$ cat src/rtl/mips_pkg.sv
// mips_pkg: shared instruction-field positions, opcodes and sequencer states.
// No ports; imported by mips_regfile and mips_exec_sequencer.
package mips_pkg;

  localparam int OPC_MSB   = 31;
  localparam int OPC_LSB   = 26;
  localparam int RS_MSB    = 25;
  localparam int RS_LSB    = 21;
  localparam int RT_MSB    = 20;
  localparam int RT_LSB    = 16;
  localparam int RD_MSB    = 15;
  localparam int RD_LSB    = 11;
  localparam int SHAMT_MSB = 10;
  localparam int SHAMT_LSB = 6;
  localparam int FUNCT_MSB = 5;
  localparam int FUNCT_LSB = 0;

  localparam logic [5:0] OPC_RTYPE = 6'h00;
  localparam logic [5:0] OPC_HALT  = 6'h3F;

  typedef enum logic [2:0] {
    ST_IDLE,
    ST_FETCH,
    ST_DECODE,
    ST_EXEC,
    ST_WB,
    ST_DONE
  } state_e;

endpackage

$ cat src/rtl/mips_regfile.sv
// mips_regfile: 32x32 register file, one sync write port, three comb reads.
// Ports: clk, rst_n, we/waddr/wdata, rs/rt/dbg addr in, rs/rt/dbg data out.
module mips_regfile
  import mips_pkg::*;
(
  input  logic        clk,
  input  logic        rst_n,
  input  logic        we,
  input  logic [4:0]  waddr,
  input  logic [31:0] wdata,
  input  logic [4:0]  rs_addr,
  input  logic [4:0]  rt_addr,
  input  logic [4:0]  dbg_addr,
  output logic [31:0] rs_data,
  output logic [31:0] rt_data,
  output logic [31:0] dbg_data
);

  logic [31:0] regs_q [32];
  logic [31:0] regs_d [32];

  always_comb begin
    regs_d = regs_q;
    if (we && (waddr != 5'd0)) begin
      regs_d[waddr] = wdata;
    end
  end

  always_ff @(posedge clk or negedge rst_n) begin
    if (!rst_n) begin
      for (int i = 0; i < 32; i++) begin
        regs_q[i] <= '0;
      end
    end else begin
      regs_q <= regs_d;
    end
  end

  // $0 is hardwired even though its storage is never written.
  assign rs_data  = (rs_addr  == 5'd0) ? '0 : regs_q[rs_addr];
  assign rt_data  = (rt_addr  == 5'd0) ? '0 : regs_q[rt_addr];
  assign dbg_data = (dbg_addr == 5'd0) ? '0 : regs_q[dbg_addr];

endmodule

$ cat src/rtl/mips_exec_sequencer.sv
// mips_exec_sequencer: fetch/decode/exec/writeback loop around a comb core.
// Ports: start/busy/done, imem addr/data, core operands/result, preload, dbg.
module mips_exec_sequencer
  import mips_pkg::*;
#(
  parameter int unsigned PROG_LEN = 16,
  parameter int unsigned ADDR_W   = 8,
  parameter logic [5:0]  HALT_OPC = OPC_HALT
) (
  input  logic              clk,
  input  logic              rst_n,
  input  logic              start,
  output logic              busy,
  output logic              done,
  output logic [ADDR_W-1:0] imem_addr,
  input  logic [31:0]       imem_rdata,
  output logic [31:0]       core_instr,
  output logic [31:0]       core_rs,
  output logic [31:0]       core_rt,
  input  logic [31:0]       core_result,
  input  logic              reg_we,
  input  logic [4:0]        reg_waddr,
  input  logic [31:0]       reg_wdata,
  input  logic [4:0]        dbg_raddr,
  output logic [31:0]       dbg_rdata,
  output logic [15:0]       retired
);

  // One extra bit so PROG_LEN == 2^ADDR_W is reachable.
  localparam logic [ADDR_W:0] PROG_END = (ADDR_W + 1)'(PROG_LEN);
  localparam logic [ADDR_W:0] PC_ONE   = {{ADDR_W{1'b0}}, 1'b1};

  state_e            state_q, state_d;
  logic [ADDR_W-1:0] pc_q, pc_d;
  logic [31:0]       cinstr_q, cinstr_d;
  logic [31:0]       crs_q, crs_d;
  logic [31:0]       crt_q, crt_d;
  logic [31:0]       res_q, res_d;
  logic [15:0]       retired_q, retired_d;

  logic [ADDR_W:0]   pc_inc;
  logic [4:0]        wb_dest;
  logic              rf_we;
  logic [4:0]        rf_waddr;
  logic [31:0]       rf_wdata;
  logic [31:0]       rf_rs;
  logic [31:0]       rf_rt;

  assign pc_inc = {1'b0, pc_q} + PC_ONE;

  // cinstr_q doubles as the instruction register for writeback.
  assign wb_dest =
    (cinstr_q[OPC_MSB:OPC_LSB] == OPC_RTYPE)
      ? cinstr_q[RD_MSB:RD_LSB]
      : cinstr_q[RT_MSB:RT_LSB];

  mips_regfile u_regfile (
    .clk      (clk),
    .rst_n    (rst_n),
    .we       (rf_we),
    .waddr    (rf_waddr),
    .wdata    (rf_wdata),
    .rs_addr  (imem_rdata[RS_MSB:RS_LSB]),
    .rt_addr  (imem_rdata[RT_MSB:RT_LSB]),
    .dbg_addr (dbg_raddr),
    .rs_data  (rf_rs),
    .rt_data  (rf_rt),
    .dbg_data (dbg_rdata)
  );

  always_comb begin
    state_d   = state_q;
    pc_d      = pc_q;
    cinstr_d  = cinstr_q;
    crs_d     = crs_q;
    crt_d     = crt_q;
    res_d     = res_q;
    retired_d = retired_q;
    rf_we     = 1'b0;
    rf_waddr  = reg_waddr;
    rf_wdata  = reg_wdata;
    unique case (state_q)
      ST_IDLE: begin
        rf_we = reg_we;
        if (start) begin
          state_d   = ST_FETCH;
          pc_d      = '0;
          retired_d = '0;
        end
      end
      ST_FETCH: begin
        state_d = ST_DECODE;
      end
      ST_DECODE: begin
        if (imem_rdata[OPC_MSB:OPC_LSB] == HALT_OPC) begin
          state_d = ST_DONE;
        end else begin
          cinstr_d = imem_rdata;
          crs_d    = rf_rs;
          crt_d    = rf_rt;
          state_d  = ST_EXEC;
        end
      end
      ST_EXEC: begin
        res_d   = core_result;
        state_d = ST_WB;
      end
      ST_WB: begin
        rf_we    = (wb_dest != 5'd0);
        rf_waddr = wb_dest;
        rf_wdata = res_q;
        if (retired_q != 16'hFFFF) begin
          retired_d = retired_q + 16'd1;
        end
        pc_d    = pc_inc[ADDR_W-1:0];
        state_d = (pc_inc == PROG_END) ? ST_DONE : ST_FETCH;
      end
      ST_DONE: begin
        rf_we   = reg_we;
        state_d = ST_IDLE;
      end
      default: begin
        state_d = ST_IDLE;
      end
    endcase
  end

  always_ff @(posedge clk or negedge rst_n) begin
    if (!rst_n) begin
      state_q   <= ST_IDLE;
      pc_q      <= '0;
      cinstr_q  <= '0;
      crs_q     <= '0;
      crt_q     <= '0;
      res_q     <= '0;
      retired_q <= '0;
    end else begin
      state_q   <= state_d;
      pc_q      <= pc_d;
      cinstr_q  <= cinstr_d;
      crs_q     <= crs_d;
      crt_q     <= crt_d;
      res_q     <= res_d;
      retired_q <= retired_d;
    end
  end

  assign busy = (state_q == ST_FETCH) || (state_q == ST_DECODE) ||
                (state_q == ST_EXEC)  || (state_q == ST_WB);
  assign done       = (state_q == ST_DONE);
  assign imem_addr  = pc_q;
  assign core_instr = cinstr_q;
  assign core_rs    = crs_q;
  assign core_rt    = crt_q;
  assign retired    = retired_q;

endmodule
$ cat config.mk
export PLATFORM = sky130hd
export DESIGN_NAME = mips_exec_sequencer
export DESIGN_NICKNAME = d
export VERILOG_FILES = /design/src/rtl/mips_pkg.sv /design/src/rtl/mips_regfile.sv /design/src/rtl/mips_exec_sequencer.sv
export SDC_FILE = /design/constraint.sdc
export NUM_CORES = 2
export LEC_CHECK = 0
export BUFFER_PORTS_ARGS = -buffer_cell sky130_fd_sc_hd__buf_2
export CAP_MARGIN = 20
export CORE_MARGIN = 2
export CORE_UTILIZATION = 45
export DETAILED_ROUTE_END_ITERATION = 8
export GPL_TIMING_DRIVEN = 0
export PLACE_DENSITY = 0.6
export SLEW_MARGIN = 10
export SYNTH_ARGS = -nofsm -noshare
export SYNTH_HDL_FRONTEND = slang
export SYNTH_SLANG_ARGS = --single-unit
export TNS_END_PERCENT = 20
$ cat constraint.sdc
create_clock -name clk -period 5.4 [get_ports clk]
set_clock_uncertainty 0.1 [all_clocks]
set_input_delay 0.54 -clock clk [delete_from_list [all_inputs] [get_ports clk]]
set_output_delay 0.54 -clock clk [all_outputs]
set_load 0.03 [all_outputs]
== Word-level counts from Yosys, hierarchy flattened ==
Index checks and enable logic that the tools add are counted.
W data, S select, Z words.

* Output and inout port bits: 154
* Bits in read-only memories: 0
* Bits in latches: 0
* Input port bits: 110
* Register bits after elaboration: 1179
* RAM bits: 0
* Memories kept: 0

* $mul: 0
* Muxes and demuxes: 28
* Add/sub/neg operators: 2
* Order comparisons: 5
* Shifts and indexed selects: 0
* Reduce and logical (&&, ||, !) cells: 17
* Div/mod/pow operators: 0
* Equality and inequality tests: 10
* Bitwise logic cells: 5

{| class="wikitable"
|+ Operator list
! cell !! count
|-
| $bwmux W1024 || 1
|-
| $bmux W32 S5 || 3
|-
| $mux W32 || 11
|-
| $demux W32 S5 || 1
|-
| $mux W16 || 2
|-
| $pmux W16 S2 || 1
|-
| $ge A6 B6 Y1 const B || 4
|-
| $not A5 Y6 || 4
|-
| $add A16 B1 Y16 const B || 1
|-
| $ne A16 B16 Y1 const B || 1
|-
| $pmux W8 S2 || 1
|-
| $logic_not A5 Y1 || 3
|-
| $pmux W3 S5 || 1
|-
| $mux W5 || 2
|-
| $reduce_bool A5 Y1 || 2
|-
| $add A8 B1 Y9 const B || 1
|-
| $eq A9 B5 Y1 const B || 1
|-
| $mux W3 || 3
|-
| $mux W8 || 1
|-
| $eq A3 B2 Y1 const B || 2
|-
| $eq A3 B3 Y1 const B || 2
|-
| $eq A6 B6 Y1 const B || 1
|-
| $logic_not A6 Y1 || 1
|-
| $lt A6 B1 Y1 const B || 1
|-
| other kinds (11) || 16
|}

== Logic depth before layout (Yosys ltp) ==
* Word-level depth: 9
* Mapped depth: 10

== By module ==
A second synthesis with hierarchy kept.

* Cells, all modules: 5170
* Area, all modules: 69869.5 µm²

{| class="wikitable"
|+ Modules (own cells, without submodules)
! module !! instances !! seq. area each (µm²) !! cells each !! area each (µm²)
|-
| mips_regfile || 1 || 25624.6 || 4583 || 62986.7
|-
| mips_exec_sequencer || 1 || 3878.7 || 587 || 6882.9
|}

== Worst setup path before layout ==
No wires, ideal clock.

* Path type: input-to-output
* From: input port dbg_raddr[0]
* To: output port dbg_rdata[10]
* Path buffers: 3
* Arrival time: 2797 ps
* Stages: 7
* Path slack: 1963 ps
* Data required time: 4760 ps
* Cell sequence: clkbuf_1 buf_2 buf_1 mux4_2 mux4_2 mux2i_1 nor2_1

* Cells in the longest elaborated chain, start to end: 5

{| class="wikitable"
|+ Ends and longest elaborated chain
! what !! line !! text
|-
| start, declared || mips_exec_sequencer.sv:24 || <nowiki>input logic [4:0] dbg_raddr,</nowiki>
|-
| $not A5 Y6 (not written as such) || mips_regfile.sv:42 || <nowiki>assign dbg_data = (dbg_addr == 5'd0) ? '0 : regs_q[dbg_addr];</nowiki>
|-
| $bmux W32 S5 || mips_regfile.sv:42 ||
|-
| $mux W32 (not written as such) (2 in series) || mips_regfile.sv:42 ||
|-
| $mux W32 (*) || mips_regfile.sv:42 ||
|-
| end, declared || mips_exec_sequencer.sv:25 || <nowiki>output logic [31:0] dbg_rdata,</nowiki>
|}

Mark *: on every way between the ends. The rest lies on a longest branch, timed or not. The select of a mux whose other input is x is not followed.

== Worst setup path in the final report ==
* From: input port dbg_raddr[1]
* To: output port dbg_rdata[17]

Same word-level chain as after synthesis.

==> flow_summary.ini <==
[pwr]
power_mw = 37.7
power_density_nw_per_um2 = 478
power.leakage_nw = 34.4
irDropWorstVdd_uv = 333

[cts]
numCtsBuffers = 141
clk_latency_ns = 0.80
clkTransAtPathRegs_ns = 0.06
post_cts_buffers = 0
cts_hold_buf = 59
clockBufferDepth = 3
h-tree-depth = 4
cts-root-buf = clkbuf_16
post_cts_resized = 0
cts.sinks = 1179
cts_tree = done

[placement]
placement.setup.worst_slack_ns = 0.101
place_inst = 6944
port_buffers = 254
gp_congestion = 0.971
dp.final_hpwl_um = 196000

[floorplan]
core_um2 = 152000
io_pins = 264
die-area_um2 = 156000
rows = 143
die-height_um = 395
start_util = 0.453
die_x_um = 395

[setup_path]
worst_path_most_repeated_cell = clkbuf_1
cp_slowest_cell = clkbuf_1
path_max_fanout = 10
required_ns = 4.76
cpPeakStageDelay_ns = 0.96
path_cells = clkbuf_1, clkbuf_1, clkbuf_1, mux4_2, mux4_2, mux2i_1, nor2_1, buf_2
crit_type = in -> out
worst_setup_path_end_kind = output pin
path_buf_inv = 4
crit_start = dbg_raddr[1]
startpoint_type = primary input
r2r_start = state_q[1]$_DFFE_PN0P_
worst_ep_arrival_time_ns = 4.63
cpLargestDelayFamily = buffers and inverters

[logic_synthesis]
synth_top_cells_by_area = dfrtp_1, mux4_2, mux2_2
yosys_warnings = 0
seq_area_frac_synth = 0.429
syn_area_um2 = 68800
synth_edf_count = 0
synth_nets = 4719
synth-async-reset-ratio = 1.00
netlist_instances = 4606
syn_area_per_cell_um2 = 14.9
synth_top_cell_area_share = 0.429
yosys.cell_types.count = 56
yosys.area.top_type = dfrtp_1
ys.flop_type = dfrtp_1
ys_seq_elements = 1179

[sta]
period_needed_ns = 5.27
slew_headroom = 0.126
timing.final.crit_share = 0.976
fin_tns_setup_ns = 0
finalHoldViolCount = 0
tightestPinTransition_ns = 1.31
max_freq_mhz = 190
final-max-slew-violation-count = 0
setup_violations = 0
rsz0062_at_grt = no
layout_setup_ws_ns = 0.130

[global_routing]
grt_overflow = 0
grt_pass1_vias = 48500
antenna_found_initial = 8
grt_pass1_wl_um = 374000
grt_start_max_net_pins = 143
grt_usage = 0.344

[detailed_routing]
drt_iter0_drc = 5844
wl_per_cell_um = 37.0
first_pass_iters = 6
via_count = 49100
ant_nets = 0
avgViaCountPerCell = 6.75
wl_um = 269000
drc_errors = 0

[min_path]
hp-class = in -> reg
hold_start = start

[cells_and_area]
layoutNonFillerInstCount = 7271
drive_above_1_share = 0.487
n_fill_cell = 12700
synthToLayoutAreaGrowth_pct = 14.8
final_nets = 5246

[run_status]
status = complete, no violations

[job]
drv_cap = 0
==> through the flow <==
stage          area [um2]  utilization  hold slack [ns]
2_1_floorplan       68800            -            0.144
3_3_place_gp        72600        0.478            0.358
3_5_place_dp        73500        0.484            0.365
4_1_cts             78700        0.518           0.0755
5_1_grt             78900        0.520            0.122
6_report            78900        0.520            0.113
==> kinds of logic after synthesis <==
group	after synthesis	share of synthesized area
adder cells (fa/ha/maj)	3	0.000546
XOR/XNOR	19	0.00242
AND/OR/NAND/NOR	500	0.0353
flip-flops	1179	0.429
buffers and inverters	530	0.0312
multiplexers	2017	0.464
AO/OA/AOI/OAI	358	0.0372
==> flip-flops by register name, indices dropped and copies added, names as in the netlist <==
name and count:
imem_addr 8, core_rt 32, res_q 32, core_rs 32
u_regfile.regs_q 1024, retired 16, core_instr 32, state_q 3
==> layer usage <==
| metal | vias up | track usage | part of all wire |
|---|---|---|---|
| li1 | 19100 | - | - |
| met1 | 26400 | 0.453 | 0.39 |
| met2 | 2896 | 0.513 | 0.45 |
| met3 | 609 | 0.120 | 0.11 |
| met4 | 14 | 0.153 | 0.048 |
| met5 | - | 0.0172 | 0.0027 |
==> report_power, final <==
| group | switching (mW) | internal, mW | leakage (nW) |
|---|---|---|---|
| logic | 6.35 | 6.84 | 16.6 |
| clock network | 4.00 | 5.73 | 2.27 |
| registers | 2.91 | 11.9 | 15.5 |
==> path summary, 6_finish.rpt <==
| check | end | slack (ns) | depth (start not counted) |
|---|---|---|---|
| worst max-delay path | dbg_rdata[17] | 0.13 | 8 |
| worst min-delay path | state_q[0]$_DFFE_PN0P_ | 0.11 | 3 |
| worst max register to register | u_regfile.regs_q[594]$_DFFE_PN0P_ | 0.79 | 9 |
| worst min register to register | core_instr[9]$_DFFE_PN0P_ | 0.37 | 2 |
| max in group asynchronous | res_q[15]$_DFFE_PN0N_ | 2.66 | 5 |
| min in group asynchronous | retired[6]$_DFFE_PN0P_ | 0.27 | 2 |
==> synth_stat cells, types with 3 or more instances <==
| cell | instances |
|---|---|
| buf_4 | 6 |
| nor2b_1 | 126 |
| mux4_2 | 836 |
| o21ai_1 | 6 |
| xnor2_1 | 12 |
| dfrtp_1 | 1179 |
| ha_1 | 3 |
| xor2_1 | 7 |
| or2_2 | 7 |
| nor2_1 | 68 |
| clkbuf_1 | 335 |
| and3b_1 | 4 |
| mux2i_1 | 157 |
| nand2b_1 | 3 |
| nand4_1 | 6 |
| a32o_1 | 63 |
| nor3_1 | 10 |
| nand2_1 | 223 |
| mux2_2 | 987 |
| o22a_1 | 3 |
| a211oi_1 | 125 |
| a31oi_1 | 4 |
| nand3b_1 | 3 |
| a21oi_1 | 126 |
| nor3b_2 | 3 |
| buf_2 | 107 |
| and2_1 | 3 |
| buf_1 | 80 |
| nand3_1 | 26 |
| mux2_1 | 37 |
| a31oi_2 | 4 |
| o31ai_1 | 3 |
| o21ai_0 | 13 |
==> layout make-up <==
type	count	area (um2)	area share
inverters	2	7.51	0.0000951
repair buffers	384	2920	0.0370
clock inverters	35	419	0.00531
diodes	4	10.0	0.000127
well taps	2030	2540	0.0322
flip-flops and latches	1179	29500	0.374
clock buffers	212	4190	0.0531
multi-input cells	2897	37100	0.470
plain buffers	528	2210	0.0280
==> placed cells by master, fill, tap and decap left out, drive strengths merged, types with 26 or more instances in the layout <==
| cell type | count |
|---|---|
| nand3 | 26 |
| a21oi | 127 |
| nor2b | 126 |
| clkbuf | 548 |
| a211oi | 128 |
| nor2 | 68 |
| mux2i | 157 |
| dlygate4sd3 | 59 |
| buf | 517 |
| mux4 | 836 |
| mux2 | 1024 |
| dfrtp | 1179 |
| a32o | 63 |
| nand2 | 223 |
==> worst reg2reg max path, stage by stage (launching register included) <==
cell      delay [ns]
dfrtp_1         0.36
clkbuf_1        0.24
nor3b_4         0.47
buf_2           0.38
clkbuf_1        0.76
buf_2           0.83
nand2_1         0.42
nand2_1         0.30
clkbuf_1        0.45
mux2_2          0.25
Note: power is estimated with default switching activity, not from simulation.
